## src/rtl/shift_add_mult_pkg.sv

```systemverilog
// Shared definitions for the shift-and-add multiplier.
//   - DEFAULT_W : default operand width (product is 2*DEFAULT_W bits)
//   - state_t   : controller state encoding (binary, two bits)
//   - cnt_width : width of the iteration counter for a given operand width
package shift_add_mult_pkg;

  localparam int DEFAULT_W = 8;

  typedef enum logic [1:0] {
    S_IDLE = 2'd0,
    S_CALC = 2'd1,
    S_DONE = 2'd2
  } state_t;

  // A width of at least one bit keeps the counter declarable for tiny W.
  function automatic int cnt_width(input int w);
    return (w > 1) ? $clog2(w) : 1;
  endfunction

endpackage

```

## src/rtl/shift_add_mult_ctrl.sv

```systemverilog
// Controller for the shift-and-add multiplier: FSM plus iteration counter.
// Ports:
//   clk   - system clock, rising edge
//   rst   - asynchronous active-low reset
//   start - request a new multiplication (honoured only in IDLE)
//   ready - high in IDLE
//   busy  - high in CALC and DONE
//   load  - high for the single DONE cycle (result valid)
//   init  - datapath capture enable on the accepting edge
//   step  - datapath iteration enable, one per CALC cycle
module shift_add_mult_ctrl
  import shift_add_mult_pkg::*;
#(
  parameter int W = DEFAULT_W
) (
  input  logic clk,
  input  logic rst,
  input  logic start,
  output logic ready,
  output logic busy,
  output logic load,
  output logic init,
  output logic step
);

  localparam int CW = cnt_width(W);
  localparam logic [CW-1:0] LAST = CW'(W - 1);

  state_t          state;
  state_t          state_next;
  logic [CW-1:0]   cnt;
  logic [CW-1:0]   cnt_next;

  always_ff @(posedge clk or negedge rst) begin
    if (!rst) begin
      state <= S_IDLE;
      cnt   <= '0;
    end else begin
      state <= state_next;
      cnt   <= cnt_next;
    end
  end

  always_comb begin
    state_next = state;
    cnt_next   = cnt;
    ready      = 1'b0;
    busy       = 1'b0;
    load       = 1'b0;
    init       = 1'b0;
    step       = 1'b0;
    unique case (state)
      S_IDLE: begin
        ready = 1'b1;
        if (start) begin
          init       = 1'b1;
          cnt_next   = '0;
          state_next = S_CALC;
        end
      end
      S_CALC: begin
        busy = 1'b1;
        step = 1'b1;
        if (cnt == LAST) begin
          // Park the counter at zero instead of letting it wrap.
          cnt_next   = '0;
          state_next = S_DONE;
        end else begin
          cnt_next = cnt + 1'b1;
        end
      end
      S_DONE: begin
        busy       = 1'b1;
        load       = 1'b1;
        state_next = S_IDLE;
      end
      default: state_next = S_IDLE;
    endcase
  end

endmodule

```

## src/rtl/shift_add_mult.sv

```systemverilog
// Sequential shift-and-add unsigned multiplier, W iterations per product.
// Feeds a downstream 2W-bit register: product -> its data in, load -> its load.
// Ports:
//   clk     - system clock, rising edge
//   rst     - asynchronous active-low reset
//   start   - request a multiplication (sampled only while ready=1)
//   a, b    - unsigned multiplicand / multiplier, captured on the accepting edge
//   ready   - high in IDLE
//   busy    - high in CALC and DONE
//   load    - one-cycle result-valid strobe
//   product - {acc, mplr}; valid during load, held until the next accept
module shift_add_mult
  import shift_add_mult_pkg::*;
#(
  parameter int W = DEFAULT_W
) (
  input  logic           clk,
  input  logic           rst,
  input  logic           start,
  input  logic [W-1:0]   a,
  input  logic [W-1:0]   b,
  output logic           ready,
  output logic           busy,
  output logic           load,
  output logic [2*W-1:0] product
);

  logic         init;
  logic         step;
  logic [W-1:0] mcand;
  logic [W-1:0] acc;
  logic [W-1:0] mplr;
  logic [W:0]   sum;

  shift_add_mult_ctrl #(.W(W)) u_ctrl (
    .clk   (clk),
    .rst   (rst),
    .start (start),
    .ready (ready),
    .busy  (busy),
    .load  (load),
    .init  (init),
    .step  (step)
  );

  // One extra bit holds the adder carry so it shifts into acc's MSB.
  assign sum = {1'b0, acc} + {1'b0, (mplr[0] ? mcand : '0)};

  always_ff @(posedge clk or negedge rst) begin
    if (!rst) begin
      mcand <= '0;
      acc   <= '0;
      mplr  <= '0;
    end else if (init) begin
      mcand <= a;
      mplr  <= b;
      acc   <= '0;
    end else if (step) begin
      // {acc, mplr} <= {sum, mplr} >> 1: the consumed multiplier bit drops
      // out and the low result bit moves into the freed mplr MSB.
      acc  <= sum[W:1];
      mplr <= {sum[0], mplr[W-1:1]};
    end
  end

  assign product = {acc, mplr};

endmodule

```

## config.mk

```make
export PLATFORM = sky130hd
export DESIGN_NAME = shift_add_mult
export DESIGN_NICKNAME = d
export VERILOG_FILES = /design/src/rtl/shift_add_mult_pkg.sv /design/src/rtl/shift_add_mult_ctrl.sv /design/src/rtl/shift_add_mult.sv
export SDC_FILE = /design/constraint.sdc
export NUM_CORES = 1
export LEC_CHECK = 0
export CORE_MARGIN = 2
export CORE_UTILIZATION = 50
export CTS_CLUSTER_DIAMETER = 80
export DETAILED_ROUTE_END_ITERATION = 10
export PLACE_DENSITY = 0.91
export SLEW_MARGIN = 20
export SYNTH_ARGS = -nofsm -noshare
export SYNTH_HDL_FRONTEND = slang
export SYNTH_SLANG_ARGS = --single-unit
export TNS_END_PERCENT = 1
```

## constraint.sdc

```tcl
create_clock -name clk -period 4.7 [get_ports clk]
set_input_delay 0.705 -clock clk [delete_from_list [all_inputs] [get_ports clk]]
set_output_delay 0.705 -clock clk [all_outputs]
set_load 0.01 [all_outputs]
```

# Word level (Yosys, flattened, before mapping)
# Cells that the tools add are included.
# W data, S select, Z words.
dict set report classes {
  add_sub_neg 2
  eq_ne 5
  mux 17
  n_reduce_logical 6
}
# cell n
set ops {}
lappend ops {{$mux W8} 5}
lappend ops {{$add A8 B8 Y9} 1}
lappend ops {{$mux W1} 6}
lappend ops {{$mux W3} 2}
lappend ops {{$pmux W3 S2} 1}
lappend ops {{$mux W2} 2}
lappend ops {{$pmux W2 S2} 1}
lappend ops {{$reduce_and A2 Y1} 2}
lappend ops {{$reduce_bool A2 Y1} 2}
lappend ops {{$add A3 B1 Y3 const B} 1}
lappend ops {{$eq A3 B3 Y1 const B} 1}
lappend ops {{$eq A2 B1 Y1 const B} 1}
lappend ops {{$eq A2 B2 Y1 const B} 1}
lappend ops {{$logic_not A2 Y1} 1}
lappend ops {{$ne A2 B1 Y1 const B} 1}
lappend ops {{$ne A2 B2 Y1 const B} 1}
lappend ops {{$reduce_or A2 Y1} 1}
dict set report totals {
  ff_bits 29
  out_inout_bits 19
  word_cells 35
}

# Longest topological paths before layout
# Gate-level depths: netlist (run 1).
dict set report depth {
  ltp_word 4
  depth_mapped 7
  mapped_depth_nobuf 7
}

# Hierarchy
# A second synthesis (run 1) with hierarchy kept.
dict set report unflattened {
  hier_cells 157
  area_unflattened_um2 1691.6
}
# mod instances cells_each area_each_um2
set by_module_without_submodules {}
lappend by_module_without_submodules {shift_add_mult 1 129 1372.6}
lappend by_module_without_submodules {shift_add_mult_ctrl 1 28 319.1}

# Worst setup path after synthesis (run 1)
# OpenSTA, ideal clock, no wires.
dict set report synth_path {
  kind {register -> register}
  from {register mplr[0]}
  to {register acc[5]}
  setup_ps 120
  arrival_time_ps 1907
  required_ps 4580
  setup_slack_ps 2673
  path_stages_with_launch 8
  n_path_buf 0
  synth_period_minus_slack_ps 2027
  path_cell_list {dfrtp_1 -> and2_1 -> ha_1 -> fa_1 -> a211o_1 -> a21oi_1 -> o21ai_0 -> a41o_1}
}
dict set report synth_between {
  elab_chain_len 4
}
# item line_no
set synth_lines {}
lappend synth_lines {{start: declaration} shift_add_mult.sv:32} ;# logic [W-1:0] mplr;
lappend synth_lines {{start signal: assignment} shift_add_mult.sv:62} ;# mplr <= {sum[0], mplr[W-1:1]};
lappend synth_lines {{$mux W8} shift_add_mult.sv:47} ;# assign sum = {1'b0, acc} + {1'b0, (mplr[0] ? mcand : '0)};
lappend synth_lines {{$add A8 B8 Y9} shift_add_mult.sv:47}
lappend synth_lines {{$mux W8} shift_add_mult.sv:58} ;# end else if (step) begin
lappend synth_lines {{$mux W8} shift_add_mult.sv:54} ;# end else if (init) begin
lappend synth_lines {{end signal: assignment} shift_add_mult.sv:61} ;# acc <= sum[W:1];
lappend synth_lines {{end: declaration} shift_add_mult.sv:31} ;# logic [W-1:0] acc;
# Every way passes these cells. The select of a mux whose other input is x is not followed.
# A chain may end at the register's enable or synchronous reset.

# Worst setup path in the final report (run 1)
dict set report layout_path {
  from {register u_ctrl.state[1]}
  to {register acc[4]}
}
dict set report layout_between {
  elab_chain_len 3
  elab_cells_between_ends 6
  classes_between {1 x eq/ne; 3 x mux; 2 x reduce/logical}
}
# item line_no
set layout_lines {}
lappend layout_lines {{start: declaration} shift_add_mult_ctrl.sv:29} ;# state_t state;
lappend layout_lines {{start signal: assignment} shift_add_mult_ctrl.sv:39} ;# state <= state_next;
lappend layout_lines {{$eq A2 B1 Y1 or $logic_not A2 Y1 (tied branches)} shift_add_mult_ctrl.sv:52} ;# unique case (state)
lappend layout_lines {{$mux W1} shift_add_mult_ctrl.sv:52}
lappend layout_lines {{$reduce_bool A2 Y1 (no line) or $mux W8 (tied branches)} --}
# Several ways; a longest one is shown, not always the timed one.

==> results of run 1 <==
[registers in the layout, indices dropped and copies added, names as in the netlist]
signal,count
acc,8
mcand,8
mplr,8
u_ctrl.cnt,3
u_ctrl.state,2
[final timing paths]
path,endpoint,cells after the start,slack (ns)
max in group asynchronous,mplr[7],2,3.69
min in group asynchronous,acc[1],2,0.74
worst min-delay path,mcand[0],2,0.48
worst max register to register,acc[4],6,2.24
worst min register to register,mcand[0],2,0.48
worst max-delay path,acc[4],6,2.24
[worst max-delay path, cell delays in order (launching register included)]
cell,delay (ns)
dfrtp_1,0.41
inv_1,0.09
ha_1,0.78
clkinv_1,0.54
nor3_1,0.38
nand3_1,0.11
nand3_1,0.08
[cell usage after synthesis]
cell type,instances
a211o_1,3
a211oi_1,3
a211oi_2,1
a21o_1,3
a21oi_1,7
a22o_1,1
a32o_1,1
a32oi_1,1
a41o_1,1
and2_1,11
and3_1,2
buf_1,1
buf_2,2
clkbuf_1,3
clkinv_1,1
dfrtp_1,29
fa_1,1
ha_1,13
inv_1,4
mux2_2,1
mux2i_1,9
nand2_1,36
nand2b_1,2
nand3_1,4
nor2_1,8
nor3_1,2
o21a_1,1
o21ai_0,14
o21bai_1,1
o221a_1,1
o221ai_1,1
o22ai_1,1
o31ai_1,1
or4_4,1
xnor2_1,1
[power groups by stage]
stage	Combinational (uW)	Clock, uW	Sequential [uW]
6_report	669	180	438
5_1_grt	745	194	453
4_1_cts	673	182	439
3_5_place_dp	669	0	444
3_3_place_gp	642	0	436
2_1_floorplan	415	0	447
[logic make-up after synthesis]
family,count (synthesis),synth area share
buffers and inverters,11,0.02673
XOR/XNOR,1,0.005349
multiplexers,10,0.06188
AND/OR/NAND/NOR,66,0.1833
flip-flops,29,0.4431
AO/OA/AOI/OAI,41,0.1681
adder cells (fa/ha/maj),14,0.1115
[area by class of cell]
| cell class | instances | area [sq um] |
|---|---|---|
| fill | 243 | 962.2 |
| multi-input combinational | 132 | 868.3 |
| sequential | 29 | 725.7 |
| timing repair buffer | 38 | 377.9 |
| clock buffer | 7 | 65.06 |
| tap | 44 | 55.05 |
| inverter | 5 | 18.77 |
| clock inverter | 1 | 5.005 |
[per-layer routing]
metal | vias up | track usage | wire [microns]
li1 | 679 | - | -
met1 | 632 | 0.2882 | 1603
met2 | 31 | 0.3936 | 1864
met3 | 4 | 0.06303 | 129
met4 | 0 | 0.09627 | 48
met5 | - | 0 | 0
[per-stage QoR]
| step | setup slack, ns | cell area (sq um) | instances | hold slack [ns] | utilization |
|---|---|---|---|---|---|
| after floorplan | 2.673 | 1638 | 172 | 0.4094 | - |
| after global placement | 2.266 | 2046 | 248 | 0.4510 | 0.6646 |
| after detailed placement | 2.184 | 2046 | 248 | 0.4551 | 0.6646 |
| after CTS | 2.262 | 2116 | 256 | 0.4776 | 0.6874 |
| after global routing | 2.002 | 2116 | 256 | 0.4973 | 0.6874 |
| final | 2.235 | 2116 | 256 | 0.4768 | 0.6874 |
==> run_results.csv, run 1 <==
group,metric,value,unit
sta,hold_viol,0,
critical_path,cp.arrival,2.75,ns
finish,n_antenna_cell,0,
clocking,hold_buffers,0,
synthesis,ys_ff_latch,29,
die,fp.dieW,61.24,microns
clocking,ctsResizeCount,0,
critical_path,start_kind,"flip-flop",
synthesis,ys_seq_area_frac,0.4431,
pwr,irDropWorstVdd,0.0003395,V
critical_path,worstPathRequired,4.98,ns
placement,globalplace.congestion,0.8042,
global_routing,overflow,0,
global_routing,grt_pass1_wl,6244,microns
finish,finish.net_count,244,
placement,numPortBuffers,37,
sta,fmax,405.7,MHz
pwr,p_comb_frac,0.520,
clocking,clockBufferDepth,2,
placement,dp_hpwl,2633,microns
critical_path,worstSetupPathType,"flip-flop to flip-flop",
synthesis,synth_nets,205,
routing,drt_pass1_iterations,4,
sta,skew,0.008257,ns
die,fp.dieArea,3750,sq um
pwr,switching_power,511.6,uW
routing,ant_nets,0,
synthesis,ys_warn_count,0,
routing,route.vias.total,1346,
synthesis,syn_inst,172,
sta,rsz0062_at_grt,"no",
global_routing,antenna_found_initial,0,
synthesis,synthDistinctLibCells,35,
routing,remaining_drc_errors,0,
clocking,cts.sinks,29,
routing,drtIter0Drc,43,
pwr,clkPwrFrac,0.140,
clocking,cts_setup_buffers,0,
critical_path,worstSetupStartpoint,"u_ctrl.state[1]",
clocking,clk_pin_slew,0.10,ns
sta,setup_viol,0,
sta,slew_viol_final,0,
finish,area_delta_synth_final,29.18,%
clocking,cts_tree,"built",
critical_path,end_kind,"flip-flop",
synthesis,yosys.area.top_type,"dfrtp_1",
routing,vias_per_cell,5.258,
die,row_count,20,
clocking,cts-root-buf,"clkbuf_4",
clocking,htreeDepth,2,
hold_path,worstHoldPathType,"flip-flop to flip-flop",
clocking,cts_buffers,5,
synthesis,synth.top_cell.area_share,0.4431,
pwr,power_density,608.1,nW/um^2
sta,slew_headroom,0.3633,
run_status,status,"completed",
synthesis,syn_area,1638,sq um
sta,setup_tns,0,ns
global_routing,grt_pass1_vias,1348,
pwr,total_power,1287,uW
routing,drt_wl_total,3646,microns
finish,layout_commonest_cell,"clkdlybuf4s50_1",
sta,fin_crit_sh,0.5244,
pwr,p_seq_frac,0.340,
pwr,p_leak,0.001018,uW
synthesis,synth.avg_cell_area,9.522,sq um
die,die_h,61.24,microns
clocking,clkLatencyLatePin,0.34,ns
die,design.core.area,3078,sq um
die,start_util,0.5321,
finish,layout_common_cells,"clkdlybuf4s50_1 (37), nand2_1 (36), dfrtp_1 (29)",
sta,layout_min_cycle_time,2.465,ns
routing,wl_per_cell,14.24,microns
global_routing,grt_usage,0.2353,
pwr,swShare,0.3977,
die,pin_count,38,
synthesis,synth_area_leaders,"dfrtp_1 (44%), ha_1 (9.9%), nand2_1 (8.3%)",
hold_path,hp-start,"mcand[0]",
run,maxCapViolCount,0,
finish,final_layout_size_suffix_gt1_frac,0.05660,
global_routing,grt_start_max_net_pins,30,
critical_path,r2r-start,"u_ctrl.state[1]",
sta,tightest_slew,0.9550,ns
critical_path,path_max_fanout,23,
pwr,intPower,774.9,uW
Note: power is estimated with default switching activity, not from simulation.
==> run 2, diff against run 1 <==
- CORE_UTILIZATION: 50 -> 45
- PLACE_DENSITY: 0.91 -> 0.87
- clock period: 4.7 -> 2.1 ns (I/O delays scaled with it)
==> run 2 against run 1 <==
Die area grew 10%; wire length decreased by 3.7%; via count grew 4.0%; setup slack got worse by 2.1 ns; combinational power rose by 140%; critical path depth rose by 1; hold slack lost 0.12 ns; global-route usage is 3.5 points lower; flip-flop and latch count unchanged.
==> run_results.csv, run 2 (synthesis gave the netlist of run 1 again) <==
group,metric,value,unit
finish,seq_area,725.7,sq um
clocking,cts_buffers,5,
finish,final_layout_size_suffix_gt1_frac,0.08716,
routing,drtIter0Drc,55,
critical_path,worstPathRequired,2.34,ns
placement,numPortBuffers,37,
die,fp.dieArea,4138,sq um
sta,setup_viol,0,
placement,placed_cells_incl_taps,256,
routing,remaining_drc_errors,0,
critical_path,cp_cell_sequence,"and2_1 > ha_1 > fa_2 > a211o_1 > a21oi_1 > o21ai_0 > a41o_1",
global_routing,grt_start_max_net_pins,30,
clocking,htreeDepth,2,
sta,fmax,509.0,MHz
finish,area_delta_synth_final,32.24,%
pwr,p_leak,0.001045,uW
die,start_util,0.4795,
clocking,clockBufferDepth,2,
sta,slew_viol_final,0,
finish,n_antenna_cell,0,
routing,vias_per_cell,5.303,
sta,tightest_slew,0.3680,ns
critical_path,path_max_fanout,3,
sta,fin_ws,0.1354,ns
routing,drt_wl_total,3511,microns
finish,fin_cells,264,
finish,top_regs,"acc x8, mcand x8, mplr x8",
routing,drt_pass1_iterations,4,
sta,slew_headroom,0.7547,
sta,hold_viol,0,
placement,globalplace.congestion,0.9261,
placement,dp_hpwl,2628,microns
global_routing,overflow,0,
finish,stdcell_area,2166,sq um
global_routing,grt_pass1_vias,1458,
critical_path,start_kind,"flip-flop",
finish,final.fill_count,295,
die,fp.dieW,64.33,microns
die,die_h,64.33,microns
critical_path,end_kind,"flip-flop",
sta,skew,0.006497,ns
clocking,clk_pin_slew,0.09,ns
placement,place_area,2093,sq um
clocking,clkLatencyLatePin,0.34,ns
sta,setup_tns,0,ns
die,pin_count,38,
sta,rsz0062_at_grt,"no",
critical_path,worstSetupPathType,"flip-flop to flip-flop",
routing,route.vias.total,1400,
critical_path,crit_family,"compound AO/OA/AOI/OAI gates",
run_status,status,"completed",
sta,layout_min_cycle_time,1.965,ns
routing,wl_per_cell,13.30,microns
routing,ant_nets,0,
critical_path,crit_slowest_cell,"dfrtp_1",
clocking,cts.sinks,29,
die,row_count,21,
run,maxCapViolCount,0,
placement,dp_slack,0.09633,ns
clocking,cts_tree,"built",
hold_path,worstHoldPathType,"input port to asynchronous set/reset pin",
pwr,power_density,1354,nW/um^2
critical_path,critPathMaxStageDelay,0.38,ns
pwr,irDropWorstVdd,0.0006419,V
finish,final_util,0.6341,
finish,layout_commonest_cell,"clkdlybuf4s50_1",
sta,fin_crit_sh,0.9355,
finish,layout_common_cells,"clkdlybuf4s50_1 (37), nand2_1 (36), dfrtp_1 (29)",
critical_path,cp.arrival,2.21,ns
global_routing,antenna_found_initial,0,
clocking,cts-root-buf,"clkbuf_4",
global_routing,grt_usage,0.2004,
global_routing,grt_pass1_wl,6375,microns
die,design.core.area,3416,sq um
finish,finish.net_count,250,
critical_path,critPathBufInv,0,
clocking,cts_setup_buffers,0,
finish,multi_input_comb_area,870.8,sq um
## run 2: cell types whose count changed in the layout (fill, tap and decap cells not counted)
cell | before | now
fa_2 | 0 | 1
fa_1 | 1 | 0
buf_4 | 1 | 7
## run 2: where the power goes
part           total (uW)  internal, uW  leakage (uW)  switching (uW)
clock network         396           194     0.0000413             202
registers             956           798      0.000368             158
logic                1580           796      0.000636             783
total                2930          1790       0.00105            1140
## run 2: routing by layer
layer | part of all wire | global-route usage | up-vias
met5 | 0 | 0 | -
met4 | 0.023 | 0.09840 | 0
met3 | 0.070 | 0.06514 | 9
met2 | 0.46 | 0.3229 | 42
met1 | 0.44 | 0.2404 | 652
li1 | - | - | 697
## run 2: through the flow
| step | hold slack (ns) | power [uW] |
|---|---|---|
| 6_report | 0.3573 | 2932 |
| 5_1_grt | 0.3701 | 3215 |
| 4_1_cts | 0.3685 | 2953 |
| 3_5_place_dp | 0.4550 | 2550 |
| 3_3_place_gp | 0.4529 | 2497 |
| 2_1_floorplan | 0.01941 | 1929 |
## run 2: layout make-up
| cell class | count | area share |
|---|---|---|
| Multi-Input combinational cell | 132 | 0.4021 |
| Sequential cell | 29 | 0.3351 |
| Timing Repair Buffer | 44 | 0.1953 |
| Clock buffer | 7 | 0.03004 |
| Tap cell | 46 | 0.02657 |
| Inverter | 5 | 0.008666 |
| Clock inverter | 1 | 0.002311 |
## run 2: what timing repair did
item	in CTS	in global routing
setup endpoints to repair	0	1
hold buffers	0	0
hold endpoints to repair	0	0
resized for setup	0	1
## run 2: worst paths after layout
check / cells after the start / slack (ns) / to / startpoint
max in group asynchronous: 2 / 1.47 / acc[3] / rst
worst max-delay path: 7 / 0.14 / acc[5] / mcand[0]
worst max register to register: 7 / 0.14 / acc[5] / mcand[0]
worst min register to register: 2 / 0.47 / mcand[3] / mcand[3]
min in group clk: 2 / 0.47 / mcand[3] / mcand[3]
worst min-delay path: 2 / 0.36 / mcand[7] / rst
## run 2: worst reg2reg max path: stages (launching register included)
cell and delay [ns]:
dfrtp_1 0.38, and2_1 0.15, ha_1 0.21, fa_2 0.38, a211o_1 0.29, a21oi_1 0.13, o21ai_0 0.08, a41o_1 0.23
